==> src/rtl/instruction_stack.sv <==
// Return-address stack for the PC path: call pushes i_PC, rtrn pops and
// presents the popped entry + 1 on o_Stack. Active clock edge is a parameter.

`ifndef POS_EDGE
`define POS_EDGE 1
`endif
`ifndef NEG_EDGE
`define NEG_EDGE 0
`endif

module instruction_stack #(
    parameter int addr_width  = 4,
    parameter int data_width  = 16,
    parameter bit active_edge = `POS_EDGE
) (
    input  logic                  clk,
    input  logic                  rst,
    input  logic [data_width-1:0] i_PC,
    input  logic                  call,
    input  logic                  rtrn,
    output logic [data_width-1:0] o_Stack
);

    localparam int                DEPTH   = 2 ** addr_width;
    localparam logic [addr_width:0] SP_FULL = DEPTH[addr_width:0];

    logic [data_width-1:0] mem [DEPTH];
    logic [addr_width:0]   sp;
    logic [addr_width:0]   sp_next;
    logic [data_width-1:0] stack_next;
    logic [addr_width-1:0] wr_idx;
    logic [addr_width-1:0] top_idx;
    logic                  push_ok;
    logic                  pop_ok;

    // Low bits of sp address the next free slot; sp==DEPTH wraps to 0 but push
    // is blocked there, and top_idx (sp-1) still lands on DEPTH-1.
    assign wr_idx  = sp[addr_width-1:0];
    assign top_idx = sp[addr_width-1:0] - 1'b1;
    assign push_ok = call && !rtrn && (sp != SP_FULL);
    assign pop_ok  = rtrn && !call && (sp != '0);

    always_comb begin
        sp_next    = sp;
        stack_next = o_Stack;
        if (push_ok) begin
            sp_next = sp + 1'b1;
        end else if (pop_ok) begin
            sp_next    = sp - 1'b1;
            stack_next = mem[top_idx] + data_width'(1);
        end
    end

    // Only one of these register sets exists; it selects the sampling edge.
    generate
        if (active_edge == `POS_EDGE) begin : g_pos
            always_ff @(posedge clk) begin
                if (rst) begin
                    sp      <= '0;
                    o_Stack <= '0;
                end else begin
                    sp      <= sp_next;
                    o_Stack <= stack_next;
                end
            end

            always_ff @(posedge clk) begin
                if (!rst && push_ok) begin
                    mem[wr_idx] <= i_PC;
                end
            end
        end else begin : g_neg
            always_ff @(negedge clk) begin
                if (rst) begin
                    sp      <= '0;
                    o_Stack <= '0;
                end else begin
                    sp      <= sp_next;
                    o_Stack <= stack_next;
                end
            end

            always_ff @(negedge clk) begin
                if (!rst && push_ok) begin
                    mem[wr_idx] <= i_PC;
                end
            end
        end
    endgenerate

endmodule

==> config.mk <==
export PLATFORM = sky130hd
export DESIGN_NAME = instruction_stack
export DESIGN_NICKNAME = d
export VERILOG_FILES = /design/src/rtl/instruction_stack.sv
export SDC_FILE = /design/constraint.sdc
export NUM_CORES = 1
export LEC_CHECK = 0
export BUFFER_PORTS_ARGS = -buffer_cell sky130_fd_sc_hd__buf_4
export CORE_MARGIN = 3
export CORE_UTILIZATION = 60
export DETAILED_ROUTE_END_ITERATION = 8
export GPL_ROUTABILITY_DRIVEN = 0
export GPL_TIMING_DRIVEN = 0
export HOLD_SLACK_MARGIN = 0.06
export PLACE_DENSITY_LB_ADDON = 0.25
export SLEW_MARGIN = 20
export SYNTH_ARGS = -nofsm -noshare
export SYNTH_HDL_FRONTEND = slang
export SYNTH_SLANG_ARGS = --single-unit
==> constraint.sdc <==
create_clock -name clk -period 12.8 [get_ports clk]
set_input_delay 3.2 -clock clk [delete_from_list [all_inputs] [get_ports clk]]
set_output_delay 3.2 -clock clk [all_outputs]
set_load 0.05 [all_outputs]
==> results of run 1 <==
==> report_power, final <==
| group | internal [mW] | switching (mW) |
|---|---|---|
| Combinational | 0.492 | 0.767 |
| Clock | 0.486 | 0.325 |
| Sequential | 1.03 | 0.0262 |
| Total | 2.01 | 1.12 |
==> cell type report <==
type / instances / share of cell area
clock buffers: 36 / 0.06277
flip-flops and latches: 277 / 0.6258
multi-input cells: 330 / 0.2366
repair buffers: 46 / 0.03003
well taps: 229 / 0.02211
clock inverters: 14 / 0.009271
plain buffers: 31 / 0.01255
inverters: 3 / 0.0008691
==> flip-flops by register name (all words and copies together) (netlist names) <==
signal   cells
sp           5
mem        256
o_Stack     16
==> cell families after synthesis <==
kind of cell | count (synthesis) | synth area share
XOR/XNOR | 17 | 0.01559
flip-flops | 277 | 0.7215
AND/OR/NAND/NOR | 147 | 0.05946
multiplexers | 93 | 0.1324
buffers and inverters | 34 | 0.01548
adder cells (fa/ha/maj) | 10 | 0.01180
AO/OA/AOI/OAI | 63 | 0.04376
==> tightest hold or removal path, stage by stage (launching register included) <==
cell,delay [ps]
dfxtp_1,310
nand2_1,60
a21oi_1,50
==> routing by layer <==
layer  vias to the layer above  wire [µm]  track usage
met5                         -          0            0
met1                      3181      10020       0.3647
li1                       2699          -            -
met3                        67       2400      0.04186
met4                         0        951      0.09705
met2                       363      12280       0.3959
==> Yosys cell counts (all sizes together), types with 10 or more instances <==
| cell | n | area (µm²) |
|---|---|---|
| edfxtp | 256 | 7687 |
| nand2 | 63 | 236.5 |
| mux2i | 44 | 440.4 |
| mux4 | 44 | 991.0 |
| nor2 | 34 | 127.6 |
| buf | 21 | 125.1 |
| dfxtp | 21 | 420.4 |
| nand3 | 21 | 105.1 |
| a21oi | 12 | 60.06 |
| xnor2 | 12 | 112.6 |
| a211oi | 11 | 82.58 |
| clkbuf | 10 | 37.54 |
==> worst max path at each step <==
stage,from,endpoint,slack [ps],cells past startpoint
global placement,rtrn,mem[1][5],5560,5
CTS,sp[0],o_Stack[11],7020,14
global route,sp[0],o_Stack[15],6720,15
finish,sp[0],o_Stack[11],6980,14
detailed placement,sp[0],o_Stack[11],7070,14
floorplan,rtrn,mem[0][0],7430,4
==> through the flow <==
stage               area [µm²]  hold WS, ps    util  setup slack (ps)  std cells
finish                   12960        465.1  0.7115              6978        966
detailed placement       12020        449.8  0.6603              7073        916
global placement         11790        443.8  0.6473              5560        905
global route             12960        480.0  0.7115              6718        966
floorplan                11240        527.4       -              7431        641
CTS                      12960        456.5  0.7115              7020        966
==> reports/metrics.yaml, run 1 <==
drtAntennaViolNets: 0
max_slew_margin: 0.2753
post_drt_via_cell_ratio: 6.532
htreeDepth: 1
io_pins: 36
clock_latency_ps: 530
cp-start-kind: "flip-flop"
critical-path-max-stage-delay_ps: 640
ff2ff_path_depth: 14
crit_slowest_cell: "buf_1"
power_mw: 3.123
drc: 0
vias: 6310
timing.rr.end: "o_Stack[11]"
synth_area_um2: 11240
worst_pin_slew_ps: 1079
crit_top_cell: "buf_2"
worst_ep_arrival_time_ps: 6250
cp_cell_sequence: "buf_2 > buf_2 > clkinv_1 > ha_1 > buf_2 > buf_2 > buf_2 > buf_1 > mux4_2 > mux2i_1 > o31ai_1 > o2111ai_2 > or3_1 > a311oi_1"
endpoint_kind: "flip-flop"
coreArea_um2: 18210
post_cts_buffers: 0
post-route-period-util: 0.4549
synthDistinctLibCells: 52
yosysWarnings: 0
ys_seq_area_frac: 0.7215
root_buffer: "clkbuf_16"
grt_max_degree: 17
final.setup.tns_ps: 0
clkTransAtPathRegs_ps: 60
crit_buf_inv: 7
synth_fp_nets: 671
grt_overflow: 0
skew_ps: 11.01
reg2reg_from: "sp[0]"
grt_pass1_vias: 6168
grt_pass1_wl_um: 37550
area_delta_synth_final_pct: 15.30
cts_resized: 0
seqCellArea_um2: 8108
grt_antenna_before_repair: 0
wl_um: 25650
whs_path_depth: 2
clockBufferDepth: 3
critical_path_class: "reg2reg"
start_util: 0.6171
setup_viol: 0
syn_inst: 641
nFillCells: 1060
wl_per_cell_um: 26.55
grt_setup_unrepaired: "false"
first_iter_violations: 674
hold_path.class: "reg2reg"
crit_fanout: 10
multiInputGateArea_um2: 3065
drive_gt1_frac: 0.2456
synthFlopType: "edfxtp_1"
cts_buffers: 28
power_density_nw_per_um2: 241.0
grt_use_total: 0.2529
drt_pass1_iterations: 5
timing.fmax_mhz: 171.7
cts_tree: "built"
outcome: "finished, final reports clean"
hold_viol: 0
path_delay_family: "buffers and inverters"
die_h_um: 142.9
drv_slew: 0
final_net_count: 747
synth_edf_count: 256
clock_sinks: 277
rrSetupSlack_ps: 6980
leakagePower_nw: 4.287
final_cell_mix: "256 x edfxtp_1, 63 x nand2_1, 44 x mux2i_1, 44 x mux4_2, 43 x buf_4"
fin_crit_ps: 5822
row_count: 49
ir_worst_vdd_uv: 138.2
min_to: "o_Stack[5]"
hold_start: "o_Stack[5]"
maxCapViolCount: 0
postCtsHoldBufs: 0
hpwlAfterDp_um: 15910
mostFrequentLayoutCell: "edfxtp_1"
avgSynthCellArea_um2: 17.53
async_flop_share: 0
die_area_um2: 20410
antenna_cells: 0
crit_required_ps: 13230
die_x_um: 142.9
ys_seq_elements: 277
io_buffers: 35
Note: power is estimated with default switching activity, not from simulation.
==> run 2: changes to the inputs <==
--- a/config.mk
+++ b/config.mk
@@ -5,9 +5,10 @@
 export SDC_FILE = /design/constraint.sdc
 export NUM_CORES = 1
 export LEC_CHECK = 0
+export ABC_AREA = 1
 export BUFFER_PORTS_ARGS = -buffer_cell sky130_fd_sc_hd__buf_4
 export CORE_MARGIN = 3
-export CORE_UTILIZATION = 60
+export CORE_UTILIZATION = 56
 export DETAILED_ROUTE_END_ITERATION = 8
 export GPL_ROUTABILITY_DRIVEN = 0
 export GPL_TIMING_DRIVEN = 0
==> constraint.sdc (replaced) <==
create_clock -name clk -period 4.8 [get_ports clk]
set_input_delay 1.2 -clock clk [delete_from_list [all_inputs] [get_ports clk]]
set_output_delay 1.2 -clock clk [all_outputs]
set_load 0.05 [all_outputs]
==> run 2 against run 1 <==
Against the previous run: clock skew is 4.3 ps lower; global-route usage rose by 0.091 points; first-iteration DRC count rose by 27%; synthesized cell count up 65%; largest power group is now registers; core utilization fell by 5.6 points; critical endpoint is now o_Stack[15]; clock-buffer cell count shrank 2; cell count up 47%; synthesized area is 5.0% higher; flip-flop and latch count unchanged.
==> reports/metrics.yaml, run 2 <==
clock_latency_ps: 540
wl_met2_um: 13640
vias: 8008
top_regs: "mem (256), o_Stack (16), sp (5)"
area_delta_synth_final_pct: 13.78
crit_top_cell: "nand3_1"
critical_path_class: "reg2reg"
grt_setup_unrepaired: "false"
ys_top_cells_by_count: "314 x nand2_1, 256 x edfxtp_1, 221 x nand3_1"
crit_fanout: 12
die_area_um2: 22850
mostFrequentLayoutCell: "nand2_1"
min_to: "o_Stack[1]"
ys_seq_area_frac: 0.6870
synth_fp_nets: 1090
synth_area_um2: 11800
ff2ff_path_depth: 20
worst_ep_arrival_time_ps: 4170
maxCapViolCount: 0
cp-startpoint: "sp[0]"
timing.fmax_mhz: 267.3
synth.most_common_cell: "nand2_1"
grt_pass1_wl_um: 43130
first_iter_violations: 856
hpwlAfterDp_um: 16500
drive_gt1_frac: 0.1359
rrSetupSlack_ps: 1060
max_slew_margin: 0.2668
drc: 0
wl_um: 28320
root_buffer: "clkbuf_16"
power_density_nw_per_um2: 512.3
synth.largest_area_cell: "edfxtp_1"
drtAntennaViolNets: 0
ys_top_cells_by_area: "edfxtp_1 65%, nand2_1 10%, nand3_1 9.4%"
cts_tree: "built"
grt_max_degree: 17
crit_buf_inv: 8
wl_met1_um: 11270
wl_per_cell_um: 19.97
avgSynthCellArea_um2: 11.13
ys_seq_elements: 277
htreeDepth: 1
yosysWarnings: 0
outcome: "finished, final reports clean"
die_h_um: 151.2
clkTransAtPathRegs_ps: 60
post_drt_via_cell_ratio: 5.647
endpoint_kind: "flip-flop"
grt_pass1_vias: 7625
antenna_cells: 0
wl_met3_um: 2658
final.setup.tns_ps: 0
crit_required_ps: 5230
die_x_um: 151.2
highest_layer: "met4"
synthFlopType: "edfxtp_1"
yosysTopAreaCellShare: 0.6513
skew_ps: 6.752
async_flop_share: 0
grt_antenna_before_repair: 0
synth_edf_count: 256
setup_viol: 0
post_cts_buffers: 0
crit_slowest_cell: "buf_1"
largest_reg_flops: 256
power_mw: 6.880
grt_use_total: 0.2538
final_cell_mix: "314 x nand2_1, 256 x edfxtp_1, 221 x nand3_1"
nFillCells: 1499
cp.depth: 20
post-route-period-util: 0.7794
io_buffers: 35
cts_resized: 0
hold_start: "o_Stack[1]"
timing.rr.end: "o_Stack[15]"
critical-path-max-stage-delay_ps: 550
io_pins: 36
timing.final.ws_setup_ps: 1059
grt_overflow: 0
hold_path.class: "reg2reg"
fin_crit_ps: 3741
leakagePower_nw: 5.053
worst_pin_slew_ps: 1099
path_delay_family: "buffers and inverters"
drv_slew: 0
cts_buffers: 28
whs_path_depth: 2
ir_worst_vdd_uv: 293.5
syn_inst: 1060
cp-start-kind: "flip-flop"
synthDistinctLibCells: 32
final_net_count: 1157
cp_cell_sequence: "buf_6 > inv_4 > buf_8 > buf_6 > buf_2 > ha_1 > buf_2 > buf_2 > buf_1 > nand3_1 > nand3_1 > nand3_1 > nand2_1 > nor2_2 > nand2_1 > nor2_1 > nand3_1 > nand2_1 > nor2_1 > nor2_1"
postCtsHoldBufs: 0
drt_pass1_iterations: 5
clockBufferDepth: 3
hold_viol: 0
dp_slack_ps: 1087
row_count: 52
coreArea_um2: 20490
regMostFlops: "mem"
clock_sinks: 277
start_util: 0.5759
reg2reg_from: "sp[0]"
run 2: final cells by class:
cell class	instances	area [µm²]	area share
repair buffers	37	302.8	0.02255
flip-flops and latches	277	8108	0.6037
well taps	270	337.8	0.02516
plain buffers	55	422.9	0.03149
inverters	46	177.7	0.01323
multi-input cells	682	3207	0.2388
clock buffers	34	723.2	0.05385
clock inverters	17	150.1	0.01118
run 2: cells by family after synthesis:
family | Yosys count | synth area share
AO/OA/AOI/OAI | 45 | 0.02035
XOR/XNOR | 7 | 0.005195
adder cells (fa/ha/maj) | 10 | 0.01124
buffers and inverters | 101 | 0.05088
flip-flops | 277 | 0.6869
AND/OR/NAND/NOR | 620 | 0.2254
run 2: per-layer routing:
layer | GRT usage | vias to the layer above
met1 | 0.3533 | 3727
met4 | 0.08386 | 0
met2 | 0.4195 | 426
li1 | - | 3793
met3 | 0.03262 | 62
met5 | 0 | -
run 2: worst min-delay path: cells and delay by family, from the launching register on:
family           cells  cell delay [ps]
AND/OR/NAND/NOR      2              140
flip-flops           1              310
run 2: worst max path at each step:
stage                   to  slack (ps)
2_1_floorplan   mem[10][0]        1770
3_3_place_gp    mem[6][10]         380
3_5_place_dp   o_Stack[15]        1090
4_1_cts        o_Stack[15]        1060
5_1_grt        o_Stack[15]         750
6_report       o_Stack[15]        1060
run 2: report_power, final:
part	internal (mW)	total, mW	leakage [nW]	switching [mW]
Clock	1.18	2.05	0.417	0.871
Sequential	2.70	2.73	2.48	0.0346
Combinational	0.636	2.10	2.16	1.46
Total	4.51	6.88	5.05	2.37
run 2: stage by stage:
stage,instances,util,hold slack [ps],area (µm²)
after global placement,1365,0.6052,470.7,12400
after CTS,1418,0.6553,492.0,13430
after detailed placement,1367,0.6126,480.7,12560
final,1418,0.6553,491.3,13430
after global routing,1418,0.6553,526.5,13430
after floorplan,1060,-,458.3,11800
==> run 3: changes to the inputs <==
--- a/config.mk
+++ b/config.mk
@@ -5,10 +5,10 @@
 export SDC_FILE = /design/constraint.sdc
 export NUM_CORES = 1
 export LEC_CHECK = 0
-export ABC_AREA = 1
+export ABC_AREA = 0
 export BUFFER_PORTS_ARGS = -buffer_cell sky130_fd_sc_hd__buf_4
 export CORE_MARGIN = 3
-export CORE_UTILIZATION = 56
+export CORE_UTILIZATION = 60
 export DETAILED_ROUTE_END_ITERATION = 8
 export GPL_ROUTABILITY_DRIVEN = 0
 export GPL_TIMING_DRIVEN = 0
==> constraint.sdc (replaced) <==
create_clock -name clk -period 3.8 [get_ports clk]
set_input_delay 0.95 -clock clk [delete_from_list [all_inputs] [get_ports clk]]
set_output_delay 0.95 -clock clk [all_outputs]
set_load 0.05 [all_outputs]
==> run 3 against run 2 <==
Against the previous run: clock power grew 30%; die area shrank 11%; cell count shrank 31%; fmax grew 1.5%; worst hold slack lost 41 ps; combinational power grew 130%; critical path type unchanged; wire length shrank 8.4%; clock skew grew 1.8 ps; largest power group is now combinational logic; core utilization grew 6.6 points; worst setup slack lost 950 ps; largest cell class unchanged; non-clock buffer count shrank 6; sequential power grew 30%.
==> reports/metrics.yaml, run 3 (synthesis gave the netlist of run 1 again) <==
vias: 6385
timing.fmax_mhz: 271.2
hold_path.class: "reg2reg"
grt_setup_unrepaired: "false"
worst_ep_arrival_time_ps: 4090
power_density_nw_per_um2: 834.9
final_cell_mix: "256 x edfxtp_1, 63 x nand2_1, 54 x buf_4"
coreArea_um2: 18210
drt_pass1_iterations: 5
endpoint_kind: "flip-flop"
fin_util: 0.7216
hpwlAfterDp_um: 15990
grt_pass1_vias: 6320
grt_max_degree: 17
cp_cell_sequence: "buf_12 > clkinv_8 > ha_1 > buf_4 > buf_6 > mux2i_1 > mux2_2 > or4_4 > a2111oi_4 > buf_6 > o2111ai_4 > or3_1 > nand3_1 > a21oi_1"
fin_crit_ps: 3687
ir_worst_vdd_uv: 413.2
drc: 0
top_regs: "mem (256), o_Stack (16), sp (5)"
min_to: "o_Stack[7]"
io_pins: 36
setup_viol: 0
outcome: "finished, final reports clean"
drv_slew: 0
crit_top_cell: "buf_6"
crit_required_ps: 4200
die_h_um: 142.9
wl_per_cell_um: 26.62
drive_gt1_frac: 0.2805
critical-path-max-stage-delay_ps: 450
grt_antenna_before_repair: 0
rrSetupSlack_ps: 110
clockBufferDepth: 3
largest_reg_flops: 256
antenna_cells: 0
grt_pass1_wl_um: 38460
whs_path_depth: 2
htreeDepth: 1
worst_pin_slew_ps: 928.5
cts_tree: "built"
die_area_um2: 20410
maxCapViolCount: 0
wl_um: 25930
row_count: 49
crit_slowest_cell: "or4_4"
postCtsHoldBufs: 0
hold_viol: 0
clkTransAtPathRegs_ps: 60
cp-start-kind: "flip-flop"
hold_start: "o_Stack[7]"
cts_buffers: 27
mostFrequentLayoutCell: "edfxtp_1"
die_x_um: 142.9
leakagePower_nw: 4.344
io_buffers: 35
start_util: 0.6171
drtAntennaViolNets: 0
crit_fanout: 10
critical_path_class: "reg2reg"
reg2reg_from: "sp[0]"
area_delta_synth_final_pct: 16.93
timing.rr.end: "o_Stack[8]"
whs_ps: 449.8
ff2ff_path_depth: 14
grt_use_total: 0.2585
max_slew_margin: 0.3797
regMostFlops: "mem"
clock_latency_ps: 530
first_iter_violations: 805
final_net_count: 755
post-route-period-util: 0.9702
grt_overflow: 0
skew_ps: 8.590
root_buffer: "clkbuf_16"
clock_sinks: 277
post_drt_via_cell_ratio: 6.555
==> run 3: worst max path at each step <==
stage          start           to  slack, ps  cells after the start
4_1_cts        sp[0]  o_Stack[10]         -2                     16
3_3_place_gp   sp[0]    mem[0][0]      -1790                      9
2_1_floorplan  sp[0]  o_Stack[11]          3                     13
5_1_grt        sp[0]  o_Stack[11]          9                     13
6_report       sp[0]   o_Stack[8]        110                     14
3_5_place_dp   sp[0]  o_Stack[15]      -1300                     15
==> run 3: timing repair <==
item                                    4_1_cts  5_1_grt
endpoints found under the setup margin       28        9
gates resized for setup                      38        6
pin swaps                                     4        1
setup buffers                                 4        8
==> run 3: final cells by class <==
type | count | area (µm²)
flip-flops and latches | 277 | 8113
multi-input cells | 330 | 3151
plain buffers | 27 | 210.2
repair buffers | 59 | 473.0
fillers | 1068 | 5070
inverters | 3 | 23.77
well taps | 229 | 286.5
clock buffers | 29 | 683.2
clock inverters | 20 | 198.9
==> run 3: power breakdown <==
part	switching (mW)	internal, mW	total, mW
clock	1.09	1.57	2.66
sequential	0.0871	3.46	3.55
combinational	2.85	1.91	4.76
total	4.03	6.94	11.0
==> run 3: layer usage <==
metal  vias to the layer above  track usage  wire length [µm]
met5                         -            0                 0
met4                         0       0.1011              1077
met3                        89      0.05057              2362
met2                       390       0.4041             12280
met1                      3194       0.3671             10210
li1                       2712            -                 -
==> run 3: critical path: cells and delay by family, from the launching register on <==
kind,cells,cell delay [ps]
and+or+nand+nor,3,960
DFF,1,420
adders and majority gates,1,310
muxes,2,430
AOI/OAI and AO/OA,3,610
buffers and inverters,5,820
==> run 3: metrics by stage <==
step / cell area (µm²) / setup slack (ps) / TNS [ps] / total power, mW / cells
3_3_place_gp: 11790 / -1790 / -204150 / 7.688 / 905
4_1_cts: 13060 / -2.405 / -2.405 / 10.81 / 967
2_1_floorplan: 11240 / 2.884 / 0 / 6.610 / 641
3_5_place_dp: 11990 / -1298 / -16080 / 7.843 / 917
5_1_grt: 13140 / 9.255 / 0 / 11.38 / 974
6_report: 13140 / 113.2 / 0 / 10.97 / 974
